`src/rtl/usb_rx_deserializer_if.sv`:
```
// Line-sample inputs and packet-result outputs of the USB receive deserializer.
interface usb_rx_deserializer_if #(
  parameter int MAX_BITS = 100,
  parameter int CNT_W    = 32
);
  logic                DP;
  logic                DM;
  logic [MAX_BITS-1:0] pkt_out;
  logic [CNT_W-1:0]    pkt_len_out;
  logic                pkt_valid;
  logic                rx_error;
  logic                rx_active;

  modport master (
    output DP, DM,
    input  pkt_out, pkt_len_out, pkt_valid, rx_error, rx_active
  );

  modport slave (
    input  DP, DM,
    output pkt_out, pkt_len_out, pkt_valid, rx_error, rx_active
  );
endinterface

```
`src/rtl/usb_rx_deserializer.sv`:
```
// USB full-speed receive deserializer: SYNC detect, NRZI decode, unstuff, EOP detect.
// Optional CRC5/CRC16 residue check at end of packet when RX_CRC_CHECK_EN is defined.
module usb_rx_deserializer #(
  parameter int MAX_BITS = 100,
  parameter int CNT_W    = 32
) (
  input  logic                 clock,
  input  logic                 reset_n,
  usb_rx_deserializer_if.slave rx
);
  localparam int IDX_W = (MAX_BITS > 1) ? $clog2(MAX_BITS) : 1;

  typedef enum logic [1:0] {
    LINE_SE0 = 2'b00,
    LINE_K   = 2'b01,
    LINE_J   = 2'b10,
    LINE_SE1 = 2'b11
  } line_e;

  typedef enum logic [2:0] {
    S_IDLE,
    S_SYNC,
    S_DATA,
    S_EOP1,
    S_EOP2,
    S_DONE,
    S_ERROR
  } state_e;

  state_e              state_q;
  logic                prev_j_q;
  logic [2:0]          sync_cnt_q;
  logic [2:0]          ones_q;
  logic [MAX_BITS-1:0] pkt_q;
  logic [CNT_W-1:0]    len_q;
  logic                valid_q;
  logic                error_q;
  logic                active_q;

  line_e               line_d;
  logic                is_jk_d;
  logic                bit_d;
  logic                full_d;
  logic [IDX_W-1:0]    idx_d;
  logic                crc_ok_d;

  always_comb begin
    line_d  = line_e'({rx.DP, rx.DM});
    is_jk_d = (line_d == LINE_J) || (line_d == LINE_K);
    bit_d   = ((line_d == LINE_J) == prev_j_q);
    full_d  = (len_q >= CNT_W'(MAX_BITS));
    idx_d   = len_q[IDX_W-1:0];
  end

`ifdef RX_CRC_CHECK_EN
  logic        store_d;
  logic        crc5_fb_d;
  logic        crc16_fb_d;
  logic [4:0]  crc5_q;
  logic [15:0] crc16_q;

  always_comb begin
    store_d    = (state_q == S_DATA) && is_jk_d && (ones_q != 3'd6) && !full_d;
    crc5_fb_d  = bit_d ^ crc5_q[4];
    crc16_fb_d = bit_d ^ crc16_q[15];
    unique case (pkt_q[1:0])
      2'b01:   crc_ok_d = (crc5_q == 5'b01100);
      2'b11:   crc_ok_d = (crc16_q == 16'h800D);
      default: crc_ok_d = 1'b1;
    endcase
  end

  // Residues cover everything after the PID/check byte, i.e. stored bits 8 and up.
  always_ff @(posedge clock or negedge reset_n) begin
    if (!reset_n) begin
      crc5_q  <= '1;
      crc16_q <= '1;
    end else if (state_q == S_SYNC) begin
      crc5_q  <= '1;
      crc16_q <= '1;
    end else if (store_d && (len_q >= CNT_W'(8))) begin
      crc5_q  <= {crc5_q[3:0], 1'b0} ^ (crc5_fb_d ? 5'b00101 : 5'b00000);
      crc16_q <= {crc16_q[14:0], 1'b0} ^ (crc16_fb_d ? 16'h8005 : 16'h0000);
    end
  end
`else
  always_comb begin
    crc_ok_d = 1'b1;
  end
`endif

  always_ff @(posedge clock or negedge reset_n) begin
    if (!reset_n) begin
      state_q    <= S_IDLE;
      prev_j_q   <= 1'b1;
      sync_cnt_q <= '0;
      ones_q     <= '0;
      pkt_q      <= '0;
      len_q      <= '0;
      valid_q    <= 1'b0;
      error_q    <= 1'b0;
      active_q   <= 1'b0;
    end else begin
      valid_q <= 1'b0;
      error_q <= 1'b0;
      if (is_jk_d) begin
        prev_j_q <= (line_d == LINE_J);
      end

      unique case (state_q)
        // DONE lasts one cycle but still accepts a K so back-to-back packets are not lost.
        S_IDLE, S_DONE: begin
          if (line_d == LINE_K) begin
            state_q    <= S_SYNC;
            sync_cnt_q <= 3'd1;
            pkt_q      <= '0;
            active_q   <= 1'b1;
          end else begin
            state_q <= S_IDLE;
          end
        end

        S_SYNC: begin
          if (line_d == LINE_SE1) begin
            error_q  <= 1'b1;
            active_q <= 1'b0;
            state_q  <= S_ERROR;
          end else if (!is_jk_d || (bit_d != (sync_cnt_q == 3'd7))) begin
            active_q <= 1'b0;
            state_q  <= S_IDLE;
          end else if (sync_cnt_q == 3'd7) begin
            ones_q  <= 3'd1;
            len_q   <= '0;
            state_q <= S_DATA;
          end else begin
            sync_cnt_q <= sync_cnt_q + 3'd1;
          end
        end

        S_DATA: begin
          if (line_d == LINE_SE1) begin
            error_q  <= 1'b1;
            active_q <= 1'b0;
            state_q  <= S_ERROR;
          end else if (line_d == LINE_SE0) begin
            state_q <= S_EOP1;
          end else if (ones_q == 3'd6) begin
            if (bit_d) begin
              error_q  <= 1'b1;
              active_q <= 1'b0;
              state_q  <= S_ERROR;
            end else begin
              ones_q <= '0;
            end
          end else if (full_d) begin
            error_q  <= 1'b1;
            active_q <= 1'b0;
            state_q  <= S_ERROR;
          end else begin
            pkt_q[idx_d] <= bit_d;
            len_q        <= len_q + CNT_W'(1);
            ones_q       <= bit_d ? (ones_q + 3'd1) : 3'd0;
          end
        end

        S_EOP1: begin
          if (line_d == LINE_SE0) begin
            state_q <= S_EOP2;
          end else begin
            error_q  <= 1'b1;
            active_q <= 1'b0;
            state_q  <= S_ERROR;
          end
        end

        S_EOP2: begin
          active_q <= 1'b0;
          if (line_d == LINE_J) begin
            state_q <= S_DONE;
            if (crc_ok_d) begin
              valid_q <= 1'b1;
            end else begin
              error_q <= 1'b1;
            end
          end else begin
            error_q <= 1'b1;
            state_q <= S_ERROR;
          end
        end

        S_ERROR: begin
          if (line_d == LINE_J) begin
            state_q <= S_IDLE;
          end
        end

        default: state_q <= S_IDLE;
      endcase
    end
  end

  assign rx.pkt_out     = pkt_q;
  assign rx.pkt_len_out = len_q;
  assign rx.pkt_valid   = valid_q;
  assign rx.rx_error    = error_q;
  assign rx.rx_active   = active_q;
endmodule

```
`src/flat_wrapper.sv`:
```
// flat-port wrapper written by rule: the top's interface ports become plain ports
module usb_rx_deserializer_flat 
#(
  parameter int MAX_BITS = 100,
  parameter int CNT_W    = 32
)
  (clock, reset_n, rx_DP, rx_DM, rx_pkt_out, rx_pkt_len_out, rx_pkt_valid, rx_rx_error, rx_rx_active);
  usb_rx_deserializer_if #(.MAX_BITS(MAX_BITS), .CNT_W(CNT_W)) rx_i ();
  input  logic clock;
  input  logic reset_n;
  input wire logic [$bits(rx_i.DP)-1:0] rx_DP;
  input wire logic [$bits(rx_i.DM)-1:0] rx_DM;
  output wire logic [$bits(rx_i.pkt_out)-1:0] rx_pkt_out;
  output wire logic [$bits(rx_i.pkt_len_out)-1:0] rx_pkt_len_out;
  output wire logic [$bits(rx_i.pkt_valid)-1:0] rx_pkt_valid;
  output wire logic [$bits(rx_i.rx_error)-1:0] rx_rx_error;
  output wire logic [$bits(rx_i.rx_active)-1:0] rx_rx_active;
  assign rx_i.DP = rx_DP;
  assign rx_i.DM = rx_DM;
  assign rx_pkt_out = rx_i.pkt_out;
  assign rx_pkt_len_out = rx_i.pkt_len_out;
  assign rx_pkt_valid = rx_i.pkt_valid;
  assign rx_rx_error = rx_i.rx_error;
  assign rx_rx_active = rx_i.rx_active;
  usb_rx_deserializer #(.MAX_BITS(MAX_BITS), .CNT_W(CNT_W)) u_core (.clock(clock), .reset_n(reset_n), .rx(rx_i));
endmodule
```
`config.mk`:
```
export PLATFORM = sky130hd
export DESIGN_NAME = usb_rx_deserializer_flat
export DESIGN_NICKNAME = d
export VERILOG_FILES = /design/src/rtl/usb_rx_deserializer_if.sv /design/src/rtl/usb_rx_deserializer.sv /design/src/flat_wrapper.sv
export SDC_FILE = /design/constraint.sdc
export NUM_CORES = 1
export LEC_CHECK = 0
export ABC_AREA = 1
export CORE_ASPECT_RATIO = 1.1
export CORE_UTILIZATION = 49
export CTS_CLUSTER_SIZE = 14
export DETAILED_ROUTE_END_ITERATION = 16
export PLACE_DENSITY = 0.79
export SYNTH_ARGS = -nofsm -noshare
export SYNTH_HDL_FRONTEND = slang
export SYNTH_SLANG_ARGS = --single-unit
```
`constraint.sdc`:
```
create_clock -name clock -period 1.8 [get_ports clock]
set_input_delay 0.27 -clock clock [delete_from_list [all_inputs] [get_ports clock]]
set_output_delay 0.27 -clock clock [all_outputs]
set_load 0.005 [all_outputs]
```
==> results by group <==
Yosys
  • Avg Inst Size Synth: 7.00 sq um
  • Synth Warn #: 0
  • Syn Nets: 1166
  • Flops & latches, synth: 145
  • Async set-reset flop share out of synthesis: 100%
  • Main flop type after synthesis: dfrtp_1
  • Mapped Area: 8060 sq um
  • Dominant cell by count in the synthesized netlist: nand2_1
  • Ranking of synthesized cells by area: dfrtp_1 (45%), nand2_1 (22%), nand3_1 (12%), nor2_1 (4.1%), inv_1 (3.8%)
  • Top cell type by total area after synthesis: dfrtp_1
  • Distinct cells, synth: 27
  • Number of flops mapped to enable cells by yosys: 0
  • Commonest cells in the netlist: nand2_1 (477), nand3_1 (189), dfrtp_1 (144)
  • Yosys top cell area share: 44.7%
  • Cells after synthesis: 1151
  • Sequential fraction of the synthesis area: 45.0%

Cells and area
  • Filler cells: 992
  • NumNets Final: 1399
  • Share of post-route cells with drive strength above 1: 22.7%
  • Fin util: 77.0%
  • # diodes: 0
  • P&R area growth vs syn: 52.1%

Place
  • Port Buffers: 138
  • Detailed Place HPWL: 15500 um
  • Gpl congestion: 0.925

Routing
  • Post-detailed-route wirelength per cell: 18.5 um
  • Post-detailed-route via-to-cell ratio: 5.83
  • First-pass DRT Iterations: 6
  • # DRC: 0
  • Drt initial violations: 1299
  • Routed Antenna Nets: 0
  • Vias: 9313
  • Total Wirelength: 29500 um

CTS
  • Clock Sinks: 145
  • Clock buffer depth: 2
  • CTS tree: done
  • CTS clk-pin slew, worst paths: 0.06 ns
  • Root buf cell: clkbuf_16
  • Clk Latency, worst-skew pair: 0.44 ns
  • H-Tree Depth: 4
  • TritonCTS Buffers: 17

Pwr
  • Overall power: 15.8 mW
  • Max IR drop VDD: 1.20 mV
  • Power Dens Cells: 1290 nW/um^2
  • Leak Pwr: 6.28 nW

Timing
  • Final min period: 2.04 ns
  • Hold_ws: 0.313 ns
  • Unrepaired setup endpoints after global routing: yes
  • Final-report max-slew violation count: 0
  • Setup violations, final: 135
  • Final WS setup: -0.236 ns
  • FMAX: 491 MHz
  • Tcrit/Tclk final: 113%
  • Setup Skew: 0.00564 ns
  • Max_slew headroom: 54.1%
  • Post-route setup TNS: -16.94 ns
  • Final hold viol count: 0
  • Worst Max-Slew Pin Slew: 0.685 ns

Global route
  • Overall Global Routing Usage: 29.4%
  • Pin count of the biggest net entering global routing: 106
  • First-pass GRT wire length: 39600 um
  • Initial antenna violation count: 0
  • Vias in the first global route: 8003
  • Aggregate global routing overflow: 0

Worst setup path
  • Reg2reg end: u_core.rx.pkt_out[51]$_DFFE_PN0P_
  • R2R Path Start: u_core.ones_q[1]$_DFFE_PN0P_
  • Crit path DAT: 2.36 ns
  • Reg-to-reg slack, setup: -0.24 ns
  • Kind of start point of the critical path: flip-flop
  • WP data required: 2.13 ns
  • CP Capture Type: flip-flop
  • Worst r2r path cells: 14
  • Crit-path slowest cell: dfrtp_1
  • Crit Path Class: flip-flop to flip-flop
  • Slowest Stage Delay on Critical Path: 0.43 ns
  • Crit path cell chain: ha_4 -> nand2_4 -> nand2_2 -> nor2_2 -> nand3_2 -> nor2_2 -> nand2_2 -> nand2_4 -> buf_12 -> buf_12 -> buf_16 -> nand3_2 -> nand2_1 -> nand2_1
  • Crit-path max FO: 5

Floorplanning
  • Die Span Y: 137 um
  • # rows: 48
  • Die Area: 17000 sq um
  • Ports: 139
  • Die width: 124 um
  • Core area: 15900 sq um
  • Initial Util: 50.7%

Job
  • Max-Cap Viols: 0

Run status
  • Violated checks: negative setup slack
  • Status: complete, but fails checks

Hold path
  • Worst hold path type: primary input to asynchronous set/reset pin
state kept, by name, summed over array words and instances (netlist names):
signal                 cells
u_core.rx.pkt_valid        1
u_core.prev_j_q            1
u_core.rx.pkt_len_out     32
u_core.rx.rx_active        1
u_core.rx.rx_error         1
u_core.state_q             3
u_core.rx.pkt_out        100
u_core.ones_q              3
u_core.sync_cnt_q          3
power breakdown:
group / internal (mW) / switching [mW]
Combinational: 3.50 / 5.03
Clock: 2.24 / 1.52
Sequential: 3.41 / 0.136
placed cells by master (no fill, tap or decap), types with 4 or more instances in the layout:
cell               n
a21oi_1            6
buf_12            25
buf_4             96
buf_6             10
clkbuf_16         30
clkdlybuf4s50_1  133
dfrtp_1          142
ha_1               7
inv_1             76
inv_2              8
inv_6              4
nand2_1          458
nand2_2           16
nand2_4            4
nand3_1          122
nand3_2           66
nand3_4            4
nand4_1            7
nor2_1            82
nor2_2            15
nor3_1             7
nor3_2             6
o21ai_0           23
o21ai_1            6
xor2_1             4
worst max-delay path, delay by kind of cell (launching register included):
kind	cells	cell delay, ns
adders and majority gates	1	0.19
DFF	1	0.43
buffers and inverters	3	0.41
and+or+nand+nor	10	0.89
how the worst max path moves through the flow:
stage | start | to | slack (ns) | cells after the start
detailed placement | rx_DM | u_core.rx.pkt_len_out[24]$_DFFE_PN0P_ | -0.41 | 11
CTS | u_core.ones_q[1]$_DFFE_PN0P_ | u_core.rx.pkt_out[68]$_DFFE_PN0P_ | -0.11 | 14
global placement | rx_DM | u_core.rx.pkt_len_out[4]$_DFFE_PN0P_ | -0.36 | 12
global route | u_core.ones_q[0]$_DFFE_PN0P_ | u_core.rx.pkt_out[51]$_DFFE_PN0P_ | -0.30 | 15
floorplan | u_core.sync_cnt_q[0]$_DFFE_PN0P_ | u_core.rx.pkt_len_out[21]$_DFFE_PN0P_ | 0.006 | 11
finish | u_core.ones_q[1]$_DFFE_PN0P_ | u_core.rx.pkt_out[51]$_DFFE_PN0P_ | -0.24 | 14
repair_timing:
action                                  4_1_cts  5_1_grt
resized for setup                            30      110
gates cloned                                  4       22
endpoints found under the hold margin        37        0
endpoints found under the setup margin      143      146
pin swaps                                    13       45
hold buffers                                  1        0
buffers inserted                             13       10
through the flow:
stage | setup WS, ns | std cells | instance area, sq um
after floorplan | 0.00571 | 1151 | 8080
after global placement | -0.358 | 1518 | 10300
after detailed placement | -0.411 | 1518 | 10300
after CTS | -0.114 | 1567 | 11300
after global routing | -0.301 | 1597 | 12300
final | -0.236 | 1597 | 12300
area by class of cell:
class | count | area [sq um] | share of cell area, %
Timing Repair Buffer | 288 | 3170 | 25.9
Clock inverter | 14 | 179 | 1.46
Sequential cell | 145 | 3630 | 29.6
Tap cell | 200 | 250 | 2.04
Clock buffer | 18 | 439 | 3.58
Inverter | 86 | 352 | 2.87
Multi-Input combinational cell | 846 | 4230 | 34.5
logic make-up after synthesis:
| group | count (synthesis) | synth area share, % |
|---|---|---|
| AND/OR/NAND/NOR | 791 | 41.0 |
| buffers and inverters | 160 | 9.16 |
| flip-flops | 145 | 45.0 |
| AO/OA/AOI/OAI | 39 | 2.59 |
| adder cells (fa/ha/maj) | 11 | 1.71 |
| XOR/XNOR | 5 | 0.543 |
layer usage:
| metal | up-vias | wire [um] | GRT usage [%] | share of wire, % |
|---|---|---|---|---|
| met5 | - | 0 | 0 | 0 |
| met4 | 0 | 1350 | 12.9 | 4.6 |
| met3 | 157 | 3120 | 6.29 | 11 |
| met2 | 639 | 14500 | 50.3 | 49 |
| met1 | 4427 | 10500 | 35.9 | 36 |
| li1 | 4090 | - | - | - |
No activity file was read; power rests on OpenSTA's default activity.
